<file path="src/rtl/mux_scan_pkg.sv">
// Shared types and defaults for the mux scan sequencer.
// The optional skip mode is enabled by defining MUX_SCAN_SKIP_IDLE_EN.
package mux_scan_pkg;

    localparam int N_CH_DEF  = 4;
    localparam int DWELL_DEF = 2;
    localparam int SEL_W_DEF = $clog2(N_CH_DEF);

    typedef logic [SEL_W_DEF-1:0] sel_t;

    typedef enum logic [1:0] {
        ST_IDLE   = 2'd0,
        ST_SETTLE = 2'd1,
        ST_OUTPUT = 2'd2
    } state_t;

endpackage

</file>
<file path="src/rtl/mux_scan_sequencer_rr_next_ch.sv">
// Cyclic priority search: first requesting channel at or after ptr.
// Only used when MUX_SCAN_SKIP_IDLE_EN is defined.
module rr_next_ch
    import mux_scan_pkg::*;
#(
    parameter  int N_CH  = N_CH_DEF,
    localparam int SEL_W = $clog2(N_CH)
) (
    input  logic [N_CH-1:0]  req,
    input  logic [SEL_W-1:0] ptr,
    output logic [SEL_W-1:0] next_ch,
    output logic             found
);

    // Scan offsets 0..N_CH-1 from ptr; index arithmetic wraps since N_CH is a power of 2.
    always_comb begin
        logic [SEL_W-1:0] idx_s;
        logic             hit_s;
        next_ch = ptr;
        found   = 1'b0;
        idx_s   = ptr;
        hit_s   = 1'b0;
        for (int i = 0; i < N_CH; i++) begin
            idx_s   = ptr + SEL_W'(i);
            hit_s   = req[idx_s] & ~found;
            next_ch = hit_s ? idx_s : next_ch;
            found   = found | req[idx_s];
        end
    end

endmodule

</file>
<file path="src/rtl/mux_scan_sequencer.sv">
// Round-robin scanner for a 4:1 mux: drives sel, waits DWELL cycles, samples mux_y
// and offers (channel, bit) on a valid/ready port. Skip mode: MUX_SCAN_SKIP_IDLE_EN.
module mux_scan_sequencer
    import mux_scan_pkg::*;
#(
    parameter  int N_CH  = N_CH_DEF,
    parameter  int DWELL = DWELL_DEF,
    localparam int SEL_W = $clog2(N_CH)
) (
    input  logic             clk,
    input  logic             rst_n,
    input  logic             en,
    input  logic [N_CH-1:0]  req,
    input  logic             mux_y,
    output logic [SEL_W-1:0] sel,
    output logic             out_valid,
    input  logic             out_ready,
    output logic             out_bit,
    output logic [SEL_W-1:0] out_ch,
    output logic             scan_done
);

    localparam int CNT_W = $clog2(DWELL + 1);

    state_t           state_r;
    logic [SEL_W-1:0] sel_r;
    logic [SEL_W-1:0] ptr_r;
    logic [CNT_W-1:0] dwell_r;
    logic             out_valid_r;
    logic             out_bit_r;
    logic [SEL_W-1:0] out_ch_r;
    logic             scan_done_r;

    logic [SEL_W-1:0] ptr_next_s;
    logic [SEL_W-1:0] search_ptr_s;
    logic [SEL_W-1:0] next_s;
    logic             found_s;
    logic             handshake_s;

    assign handshake_s  = out_valid_r & out_ready;
    assign ptr_next_s   = out_ch_r + SEL_W'(1);
    // On the handshake edge the search must start past the channel just delivered.
    assign search_ptr_s = (state_r == ST_OUTPUT) ? ptr_next_s : ptr_r;

`ifdef MUX_SCAN_SKIP_IDLE_EN
    rr_next_ch #(
        .N_CH (N_CH)
    ) u_rr_next_ch (
        .req     (req),
        .ptr     (search_ptr_s),
        .next_ch (next_s),
        .found   (found_s)
    );
`else
    logic req_unused_s;
    assign req_unused_s = ^req;
    assign next_s       = search_ptr_s;
    assign found_s      = 1'b1;
`endif

    // Scan FSM with dwell counter; every output comes straight from these flops.
    always_ff @(posedge clk) begin
        if (!rst_n) begin
            state_r     <= ST_IDLE;
            sel_r       <= {SEL_W{1'b0}};
            ptr_r       <= {SEL_W{1'b0}};
            dwell_r     <= {CNT_W{1'b0}};
            out_valid_r <= 1'b0;
            out_bit_r   <= 1'b0;
            out_ch_r    <= {SEL_W{1'b0}};
            scan_done_r <= 1'b0;
        end else begin
            scan_done_r <= 1'b0;
            case (state_r)
                ST_IDLE: begin
                    if (en && found_s) begin
                        state_r <= ST_SETTLE;
                        sel_r   <= next_s;
                        dwell_r <= CNT_W'(DWELL - 1);
                    end else begin
                        state_r <= ST_IDLE;
                    end
                end
                ST_SETTLE: begin
                    if (dwell_r == {CNT_W{1'b0}}) begin
                        out_bit_r   <= mux_y;
                        out_ch_r    <= sel_r;
                        out_valid_r <= 1'b1;
                        state_r     <= ST_OUTPUT;
                    end else begin
                        dwell_r <= dwell_r - CNT_W'(1);
                    end
                end
                ST_OUTPUT: begin
                    if (handshake_s) begin
                        out_valid_r <= 1'b0;
                        ptr_r       <= ptr_next_s;
                        scan_done_r <= (out_ch_r == SEL_W'(N_CH - 1));
                        if (en && found_s) begin
                            state_r <= ST_SETTLE;
                            sel_r   <= next_s;
                            dwell_r <= CNT_W'(DWELL - 1);
                        end else begin
                            state_r <= ST_IDLE;
                        end
                    end else begin
                        state_r <= ST_OUTPUT;
                    end
                end
                default: begin
                    state_r     <= ST_IDLE;
                    out_valid_r <= 1'b0;
                end
            endcase
        end
    end

    assign sel       = sel_r;
    assign out_valid = out_valid_r;
    assign out_bit   = out_bit_r;
    assign out_ch    = out_ch_r;
    assign scan_done = scan_done_r;

endmodule

</file>
<file path="config.mk">
export PLATFORM = sky130hd
export DESIGN_NAME = mux_scan_sequencer
export DESIGN_NICKNAME = d
export VERILOG_FILES = /design/src/rtl/mux_scan_pkg.sv /design/src/rtl/mux_scan_sequencer_rr_next_ch.sv /design/src/rtl/mux_scan_sequencer.sv
export SDC_FILE = /design/constraint.sdc
export NUM_CORES = 1
export LEC_CHECK = 0
export ABC_AREA = 0
export BUFFER_PORTS_ARGS = -buffer_cell sky130_fd_sc_hd__buf_2
export CORE_MARGIN = 2
export CORE_UTILIZATION = 43
export DETAILED_ROUTE_END_ITERATION = 6
export PLACE_DENSITY = 0.71
export SLEW_MARGIN = 20
export SYNTH_ARGS = -nofsm -noshare
export SYNTH_HDL_FRONTEND = slang
export SYNTH_SLANG_ARGS = --single-unit
export TNS_END_PERCENT = 50
</file>
<file path="constraint.sdc">
create_clock -name clk -period 1.33 [get_ports clk]
set_clock_uncertainty 0.05 [all_clocks]
set_input_delay 0 -clock clk [delete_from_list [all_inputs] [get_ports clk]]
set_output_delay 0 -clock clk [all_outputs]
set_load 0.02 [all_outputs]
</file>
==> metrics.txt, run 1 <==
core area between 0.001 and 0.0015 sq mm; post-synthesis cell type count 20; end point of the critical path dwell_r[1]$_SDFFE_PN0P_; Die Ht approximately 40 um; P_leak 0.3229 nW; Critical Path End Type flip-flop; drt pass-1 iters 4; setup TNS 0 ps; crit-path max cell delay approximately 420 ps; largest net degree at the start of global routing 11; clock transition at the registers of the reported paths 80 ps; Layout area overhead 25.17%; Netlist Area Pre-Place between 500 and 600 sq um; Tot GR Track Use 0.1715; Slew @ Worst Pin 272.7 ps; busiest grt layer met2; layout cells sized above 1 0.2838; setup slack, reg-to-reg 70 ps; GR Layer Usage met1 0.1661; drc violations 0; final period utilization 0.9486; Crit path arrival time 1410 ps; crit-path cells a21bo_2 > and2_4 > o41ai_2; final count of negative-setup-slack endpoints 0; clk buf depth 2; die width roughly 40 um; Power Dens Cells between 1000 and 1500 mW/mm^2; total power 837.8 uW; worst skew pair latency roughly 280 ps; WP data required ~1500 ps; Mapped Cells 55; Post-Synth Simple-Gate Area 0.1670; largest area contributor in the netlist dfxtp_1; setup bufs post-CTS 0; Rel. slew slack 0.8171; Tmin final approximately 1300 ps; Routed WL 1.040 mm; IO Port Bufs 11; nets 86; Max Fclk 792.6 MHz; CP startpoint kind flip-flop; detailed placement HPWL around 750 um; largest family of logic cells by synthesized area compound AO/OA/AOI/OAI gates; Adder-Cell Fraction of Synth Area 0.04454; reg2reg path depth 3; first-pass GRT wire length 1.621 mm; Worst path slowest cell dfxtp_1; Slew Limit Fails 0; Hold Fails Final Rpt 0; CTS tree yes; sequential share of the synthesized area 0.4633; reg2reg start state_r[1]$_SDFFE_PN0P_; full die area 0.001612 sq mm; Synth Warn # 0; post-synth top area share 0.4633; max cap viols 0; met3 Use GR 0.1000; Ports 16; XOR/XNOR Fraction of Synth Area 0; grt ovf 0; syn_nets 66; CP Class reg -> reg; HP Class in -> reg; H-tree lvl count 1; Starting Density 0.4486; highest-count cells in the layout ignoring fill and taps 12 x dfxtp_1, 11 x buf_2, 7 x nor2_1, 7 x mux2i_1; GPL Wtd Cong between 0.6 and 0.7; most area-consuming cells after synthesis dfxtp_1 46%, mux2i_1 12%, a211oi_1 5.3%, nor2_1 4.7%, ha_1 4.5%; maximum vdd drop ~0.69 mV; #FFs+latches synth 13; RSZ-0062 raised after global routing false; Wirelength per Cell between 10 and 15 um; post-route antenna net violation count 0; clk root buf clkbuf_4; status finished, final reports clean; syn avg cell area slightly above 10 sq um; vias in the first global route 406; routed vias/inst between 5 and 6; Vias about 460; Sink Count 13; antenna violations before repair 0; drt first-iter violations 5; Critical Path Start state_r[1]$_SDFFE_PN0P_; CP max FO 6; FFs w/ async S/R, synth 0; met2 usage 0.2540; Synth Area in Compound Gates 0.1670; RR Endpoint dwell_r[1]$_SDFFE_PN0P_; std cell rows 13; total CTS buffers 3; Post-synth EDFFs 0; post-synthesis mux area share 0.1247; Post-synth top flop dfxtp_1; ANT cells 0; commonest non-fill, non-tap cell in the layout dfxtp_1
worst min path at each step:
| stage | startpoint | to | slack, ps | depth (start not counted) |
|---|---|---|---|---|
| after floorplan | rst_n | scan_done$_SDFF_PN0_ | 60 | 2 |
| after detailed placement | rst_n | scan_done$_SDFF_PN0_ | 220 | 3 |
| after global placement | mux_y | out_bit$_SDFFE_PN0P_ | 180 | 3 |
| after CTS | en | sel[0]$_SDFFE_PN0P_ | 170 | 4 |
| final | en | sel[1]$_SDFFE_PN0P_ | 170 | 4 |
| after global routing | en | sel[0]$_SDFFE_PN0P_ | 190 | 4 |
logic make-up after synthesis:
family	count (synthesis)
buffers and inverters	5
and+or+nand+nor	16
DFF	13
AOI/OAI and AO/OA	12
muxes	7
adders and majority gates	2
final cells by class:
cell class                 count  area, sq um
tap                           15        18.77
sequential                    13        261.5
clock buffer                   4        26.28
multi-input combinational     37        285.3
fill                         121        549.3
timing repair buffer          15        92.59
inverter                       5        18.77
report_power, final:
group	leakage [nW]	total, mW	switching [mW]	internal (mW)
Sequential	0.106	0.439	0.0242	0.415
Combinational	0.202	0.153	0.0778	0.0753
Clock	0.0150	0.245	0.129	0.117
repair_timing:
item                       4_1_cts  5_1_grt
hold buffers                     3        0
setup endpoints to repair        1        4
gates resized for setup          1        1
cloned                           0        0
hold endpoints to repair         6        0
pin swaps                        0        0
per-layer routing:
metal / up-vias / share of wire
li1: 236 / -
met5: - / 0
met4: 0 / 0.036
met2: 9 / 0.48
met3: 4 / 0.051
met1: 209 / 0.43
per-stage QoR:
step           utilization  setup WS [ps]  cells  cell area (sq um)  hold WS (ps)
3_3_place_gp        0.5135          33.54     82              643.1         182.9
6_report            0.5614          68.36     89              703.2         174.5
5_1_grt             0.5614          16.74     89              703.2         192.0
4_1_cts             0.5594          29.28     89              700.7         167.9
2_1_floorplan            -          59.93     55              561.8         63.79
3_5_place_dp        0.5135          26.83     82              643.1         219.0
synth_stat cells, types with 2 or more instances:
library cell  instances
ha_1                  2
dfxtp_1              13
a21oi_1               3
nor2_1                7
inv_1                 4
a211oi_1              4
mux2i_1               7
nor2b_1               2
nand3b_1              2
critical path: cells and delay by family (launching register included):
family | cells | cell delay [ps]
compound gates | 2 | 540
flops | 1 | 420
simple gates | 1 | 160
flip-flops by register name (all words and copies together) (netlist names):
name       count
state_r        2
ptr_r          2
out_ch         2
scan_done      1
out_bit        1
out_valid      1
sel            2
dwell_r        2
Note: power is estimated with default switching activity, not from simulation.
==> inputs of run 2 (changes only) <==
--- a/config.mk
+++ b/config.mk
@@ -7,10 +7,12 @@
 export LEC_CHECK = 0
 export ABC_AREA = 0
 export BUFFER_PORTS_ARGS = -buffer_cell sky130_fd_sc_hd__buf_2
+export CAP_MARGIN = 20
 export CORE_MARGIN = 2
 export CORE_UTILIZATION = 43
 export DETAILED_ROUTE_END_ITERATION = 6
-export PLACE_DENSITY = 0.71
+export HOLD_SLACK_MARGIN = 0.05
+export PLACE_DENSITY = 0.72
 export SLEW_MARGIN = 20
 export SYNTH_ARGS = -nofsm -noshare
 export SYNTH_HDL_FRONTEND = slang
==> run 2 against run 1 <==
Net effect: utilization increased by 1.6 points; global-route usage decreased by 1.4 points; worst setup slack improved by 29 ps; critical path depth did not move; cell count grew 1.1%; first-iteration DRC count up 100%; register-to-register slack better by 30 ps; non-clock buffer count up 1; design area rose by 2.8%; fmax is 2.3% higher; largest power group unchanged.
==> metrics.txt, run 2 (same netlist as run 1, synthesis figures left out) <==
GPL Wtd Cong 0.7207 (+5.6%); std cell rows 13 (unchanged); drc violations 0 (unchanged); setup TNS 0 ps (unchanged); final period utilization 0.9272 (-0.02144); CTS tree yes; nets 87 (+1.2%); max cap viols 0 (unchanged); drt pass-1 iters 4 (unchanged); Starting Density 0.4486 (unchanged); highest-count cells in the layout ignoring fill and taps 11 x dfxtp_1, 11 x buf_2, 7 x nor2_1, 7 x mux2i_1, 4 x a211oi_1; clk buf depth 2 (unchanged); Layout area overhead 28.73%; full die area 0.001612 sq mm (unchanged); Critical Path End Type flip-flop; ANT cells 0 (unchanged); worst skew pair latency 280 ps (about the same); post-route antenna net violation count 0 (unchanged); final count of negative-setup-slack endpoints 0 (unchanged); routed vias/inst 5.111 (-0.68%); core area 0.001252 sq mm (unchanged); CP Class reg -> reg; Tot GR Track Use 0.1578 (-0.01372); Tmin final 1233 ps (-28.51 ps); clk root buf clkbuf_4; Vias 460 (+0.44%); status finished, final reports clean; Die Ht 40.15 um (unchanged); Slew Limit Fails 0 (unchanged); P_leak 0.3319 nW (+2.8%); reg2reg path depth 3 (unchanged); maximum vdd drop 0.5537 mV (-20%); Rel. slew slack 0.8043 (-0.01280); clock transition at the registers of the reported paths 80 ps (about the same); total power 859.7 uW (+2.6%); Routed WL 1.109 mm (+6.6%); first-pass GRT wire length 1.518 mm (-6.4%); CP startpoint kind flip-flop; CP max FO 6 (unchanged); die width 40.15 um (unchanged); total CTS buffers 3 (unchanged); layout cells sized above 1 0.3467 (+0.06288); hold depth 4 (unchanged); Sink Count 13 (unchanged); H-tree lvl count 1 (unchanged); vias in the first global route 360 (-11%); WP data required 1460 ps (-20 ps); Hold Fails Final Rpt 0 (unchanged); HP Class in -> reg; IO Port Bufs 11 (unchanged); largest net degree at the start of global routing 11 (unchanged); Max Fclk 811.0 MHz (+2.3%); Crit path arrival time 1370 ps (-40 ps); RSZ-0062 raised after global routing false; Power Dens Cells 1189 mW/mm^2 (-0.22%); grt ovf 0 (unchanged); Ports 16 (unchanged); antenna violations before repair 0 (unchanged); detailed placement HPWL 775.4 um (+3.6%); Slew @ Worst Pin 291.8 ps (+19.08 ps); drt first-iter violations 10 (+5); Wirelength per Cell 12.32 um (+5.4%)
[run 2: changes by cell type in the layout (fill, tap and decap cells not counted)]
cell / delta
dfxtp_1: -1
dfxtp_2: +1
ha_4: +1
ha_2: -1
buf_4: +1
clkinv_2: +1
clkbuf_1: -1
inv_2: +2
inv_1: -2
[run 2: stage by stage]
| stage | cells | area (sq um) | util | worst slack, ps | hold slack [ps] |
|---|---|---|---|---|---|
| after global placement | 82 | 643.1 | 0.5135 | 29.57 | 185.6 |
| final | 90 | 723.2 | 0.5774 | 96.88 | 167.3 |
| after global routing | 90 | 723.2 | 0.5774 | 12.94 | 198.9 |
| after detailed placement | 82 | 643.1 | 0.5135 | 11.84 | 201.0 |
| after CTS | 89 | 700.7 | 0.5594 | 3.451 | 158.2 |
| after floorplan | 55 | 561.8 | - | 59.93 | 63.79 |
[run 2: final cells by class]
| type | instances | area, sq um |
|---|---|---|
| tap | 15 | 18.77 |
| clock inverter | 1 | 5.005 |
| clock buffer | 3 | 22.52 |
| inverter | 5 | 18.77 |
| sequential | 13 | 262.8 |
| timing repair buffer | 16 | 100.1 |
| multi-input combinational | 37 | 295.3 |
| fill | 110 | 529.3 |
[run 2: what timing repair did]
item                                    CTS  global route
resized for setup                         0             6
buffers inserted                          0             1
endpoints found under the hold margin     6             0
endpoints found under the setup margin    0             5
hold buffers                              3             0
[run 2: report_power, final]
group / total (mW) / internal [mW] / switching (mW)
registers: 0.441 / 0.416 / 0.0253
clock network: 0.249 / 0.112 / 0.138
logic: 0.169 / 0.0848 / 0.0844
total: 0.860 / 0.612 / 0.247
[run 2: path summary, 6_finish.rpt]
check / startpoint / end / slack (ps)
max: state_r[1]$_SDFFE_PN0P_ / dwell_r[1]$_SDFFE_PN0P_ / 100
min: en / sel[0]$_SDFFE_PN0P_ / 170
max reg2reg: state_r[1]$_SDFFE_PN0P_ / dwell_r[1]$_SDFFE_PN0P_ / 100
min reg2reg: dwell_r[0]$_SDFFE_PN0P_ / dwell_r[0]$_SDFFE_PN0P_ / 410
[run 2: layer usage]
metal  vias up  global-route usage  wire (um)
met5         -                   0          0
met4         0              0.1293         17
met3         4             0.06667         47
met2        10              0.2460        525
met1       210              0.1633        519
li1        236                   -          -
[run 2: worst max-delay path, cell delays in order (launching register included)]
cell	delay [ps]
dfxtp_2	380
a21bo_2	270
and2_4	160
o41ai_2	280
==> inputs of run 3 (changes only) <==
--- a/config.mk
+++ b/config.mk
@@ -8,11 +8,11 @@
 export ABC_AREA = 0
 export BUFFER_PORTS_ARGS = -buffer_cell sky130_fd_sc_hd__buf_2
 export CAP_MARGIN = 20
-export CORE_MARGIN = 2
-export CORE_UTILIZATION = 43
+export CORE_AREA = 2 2 39 41
 export DETAILED_ROUTE_END_ITERATION = 6
+export DIE_AREA = 0 0 41 43
 export HOLD_SLACK_MARGIN = 0.05
-export PLACE_DENSITY = 0.72
+export PLACE_DENSITY = 0.68
 export SLEW_MARGIN = 20
 export SYNTH_ARGS = -nofsm -noshare
 export SYNTH_HDL_FRONTEND = slang
==> constraint.sdc (replaced) <==
create_clock -name clk -period 1.3 [get_ports clk]
set_clock_uncertainty 0.05 [all_clocks]
set_input_delay 0 -clock clk [delete_from_list [all_inputs] [get_ports clk]]
set_output_delay 0 -clock clk [all_outputs]
set_load 0.005 [all_outputs]
==> run 3 against run 2 <==
Net effect: first-iteration DRC count shrank 40%; flip-flop and latch count is the same; global-route usage shrank 1.2 points; hold slack gained 4.0 ps; worst setup slack is essentially flat; critical path type unchanged; largest power group unchanged.
==> metrics.txt, run 3 (same netlist as run 1, synthesis figures left out) <==
status finished, final reports clean; Critical Path End Type flip-flop; Slew @ Worst Pin 288.5 ps (-3.244 ps); std cell rows 14 (+1); reg2reg path depth 5 (+2); Ports 16 (unchanged); setup slack, reg-to-reg 100 ps (about the same); total CTS buffers 3 (unchanged); Layout area overhead 28.73% (unchanged); CP Class reg -> reg; worst skew pair latency 270 ps (about the same); Worst path slowest cell dfxtp_2; largest net degree at the start of global routing 11 (unchanged); full die area 0.001763 sq mm (+9.4%); Reg power frac 0.532 (+0.019); GPL Wtd Cong 0.7134 (-1.0%); Logic pwr share 0.180 (-0.017); hold depth 4 (unchanged); design area 723.2 sq um (unchanged); setup TNS 0 ps (unchanged); HP Start en; Max Fclk 831.2 MHz (+2.5%); routed vias/inst 5.011 (-2.0%); Vias 456 (-0.87%); setup bufs post-CTS 0 (unchanged); layout cells sized above 1 0.3067 (-0.04000); CP startpoint kind flip-flop; Worst path top cell family by delay flip-flops; first-pass GRT wire length 1.738 mm (+14%); die width 41 um (+2.1%); CTS tree yes; detailed placement HPWL 750.7 um (-3.2%); ANT cells 0 (unchanged); Switch Pwr 214.0 uW (-13%); Tot GR Track Use 0.1460 (-0.01173); drt pass-1 iters 2 (-2); max cap viols 0 (unchanged); RSZ-0062 raised after global routing false; highest-count cells in the layout ignoring fill and taps 11 x dfxtp_1, 11 x buf_2, 7 x nor2_1, 7 x mux2i_1; clock transition at the registers of the reported paths 80 ps (about the same); crit-path max cell delay 330 ps (-50 ps); core area 0.001384 sq mm (+10%); Die Ht 43 um (+7.1%); sw frac 0.2539 (-0.03386); Hold Fails Final Rpt 0 (unchanged); WP data required 1410 ps (-50 ps); post-route antenna net violation count 0 (unchanged); antenna violations before repair 0 (unchanged); RR Endpoint out_ch[0]$_SDFFE_PN0P_; clock network power share 0.287 (-0.003); drt first-iter violations 6 (-4); Crit path arrival time 1310 ps (-60 ps); Starting Density 0.4060 (-0.04258); placed instance area 651.9 sq um (+1.4%); Slew Limit Fails 0 (unchanged); Tmin final 1203 ps (-30.05 ps); Wirelength per Cell 11.11 um (-9.8%); final count of negative-setup-slack endpoints 0 (unchanged); reg2reg start dwell_r[0]$_SDFFE_PN0P_; grt ovf 0 (unchanged); Rel. slew slack 0.8065 (+0.002176); P_leak 0.3308 nW (-0.33%); vias in the first global route 407 (+13%); H-tree lvl count 1 (unchanged); Critical Path Start dwell_r[0]$_SDFFE_PN0P_; clk buf depth 2 (unchanged); CP max FO 4 (-2); CP Buf/Inv Count 1 (+1); maximum vdd drop 0.8280 mV (+50%); Pint 629.0 uW (+2.7%); HP Class in -> reg; crit-path cells inv_1 > ha_4 > nand3b_1 > mux2i_1 > nor2_1; Min-Delay Endpoint sel[1]$_SDFFE_PN0P_; final period utilization 0.9254 (-0.001720); Sink Count 13 (unchanged); IO Port Bufs 11 (unchanged); Power Dens Cells 1166 mW/mm^2 (-1.9%); nets 87 (unchanged); Routed WL 1.011 mm (-8.8%); clk root buf clkbuf_4; drc violations 0 (unchanged)
[run 3: cell types whose count changed in the layout (fill, tap and decap cells not counted), sizes merged]
| cell | delta |
|---|---|
| clkbuf | +1 |
| clkinv | -1 |
[run 3: how the worst max path moves through the flow]
stage | to | slack [ps] | depth (start not counted)
global route | dwell_r[1]$_SDFFE_PN0P_ | 8 | 3
floorplan | dwell_r[0]$_SDFFE_PN0P_ | 30 | 5
global placement | out_bit$_SDFFE_PN0P_ | 40 | 5
detailed placement | out_ch[0]$_SDFFE_PN0P_ | 30 | 5
finish | out_ch[0]$_SDFFE_PN0P_ | 100 | 5
CTS | out_ch[0]$_SDFFE_PN0P_ | 5 | 5
[run 3: cell type report]
class / instances / area, sq um
Clock buffer: 4 / 26.28
Fill cell: 135 / 660.6
Inverter: 5 / 18.77
Multi-Input combinational cell: 37 / 295.3
Sequential cell: 13 / 262.8
Tap cell: 16 / 20.02
Timing Repair Buffer: 16 / 100.1
[run 3: worst reg2reg max path: stages (launching register included)]
cell,delay [ps]
dfxtp_2,330
inv_1,60
ha_4,160
nand3b_1,210
mux2i_1,210
nor2_1,60
[run 3: layer usage]
layer  wire length (um)  global-route usage  vias up
met4                 21             0.08000        0
li1                   -                   -      234
met1                456              0.1960      212
met3                 34             0.01571        2
met5                  0                   0        -
met2                499              0.2188        8
[run 3: timing repair]
action / CTS / global route
setup endpoints to repair: 0 / 6
hold buffers: 3 / 0
gates resized for setup: 0 / 5
endpoints found under the hold margin: 6 / 0
[run 3: power groups by stage]
stage	sequential (mW)	combinational, mW	clock, mW
after CTS	0.447	0.146	0.251
final	0.449	0.152	0.242
after global placement	0.456	0.138	0
after floorplan	0.455	0.0924	0
after global routing	0.454	0.172	0.271
after detailed placement	0.456	0.138	0
[run 3: through the flow]
stage	total power [mW]	hold slack [ps]	utilization	cells	setup WS [ps]
finish	0.8431	171.2	0.5226	91	96.93
global route	0.8965	187.3	0.5226	91	7.838
CTS	0.8446	165.5	0.5118	91	4.519
detailed placement	0.5949	188.5	0.4711	84	26.80
global placement	0.5934	185.4	0.4711	84	41.45
floorplan	0.5469	63.79	-	55	29.93
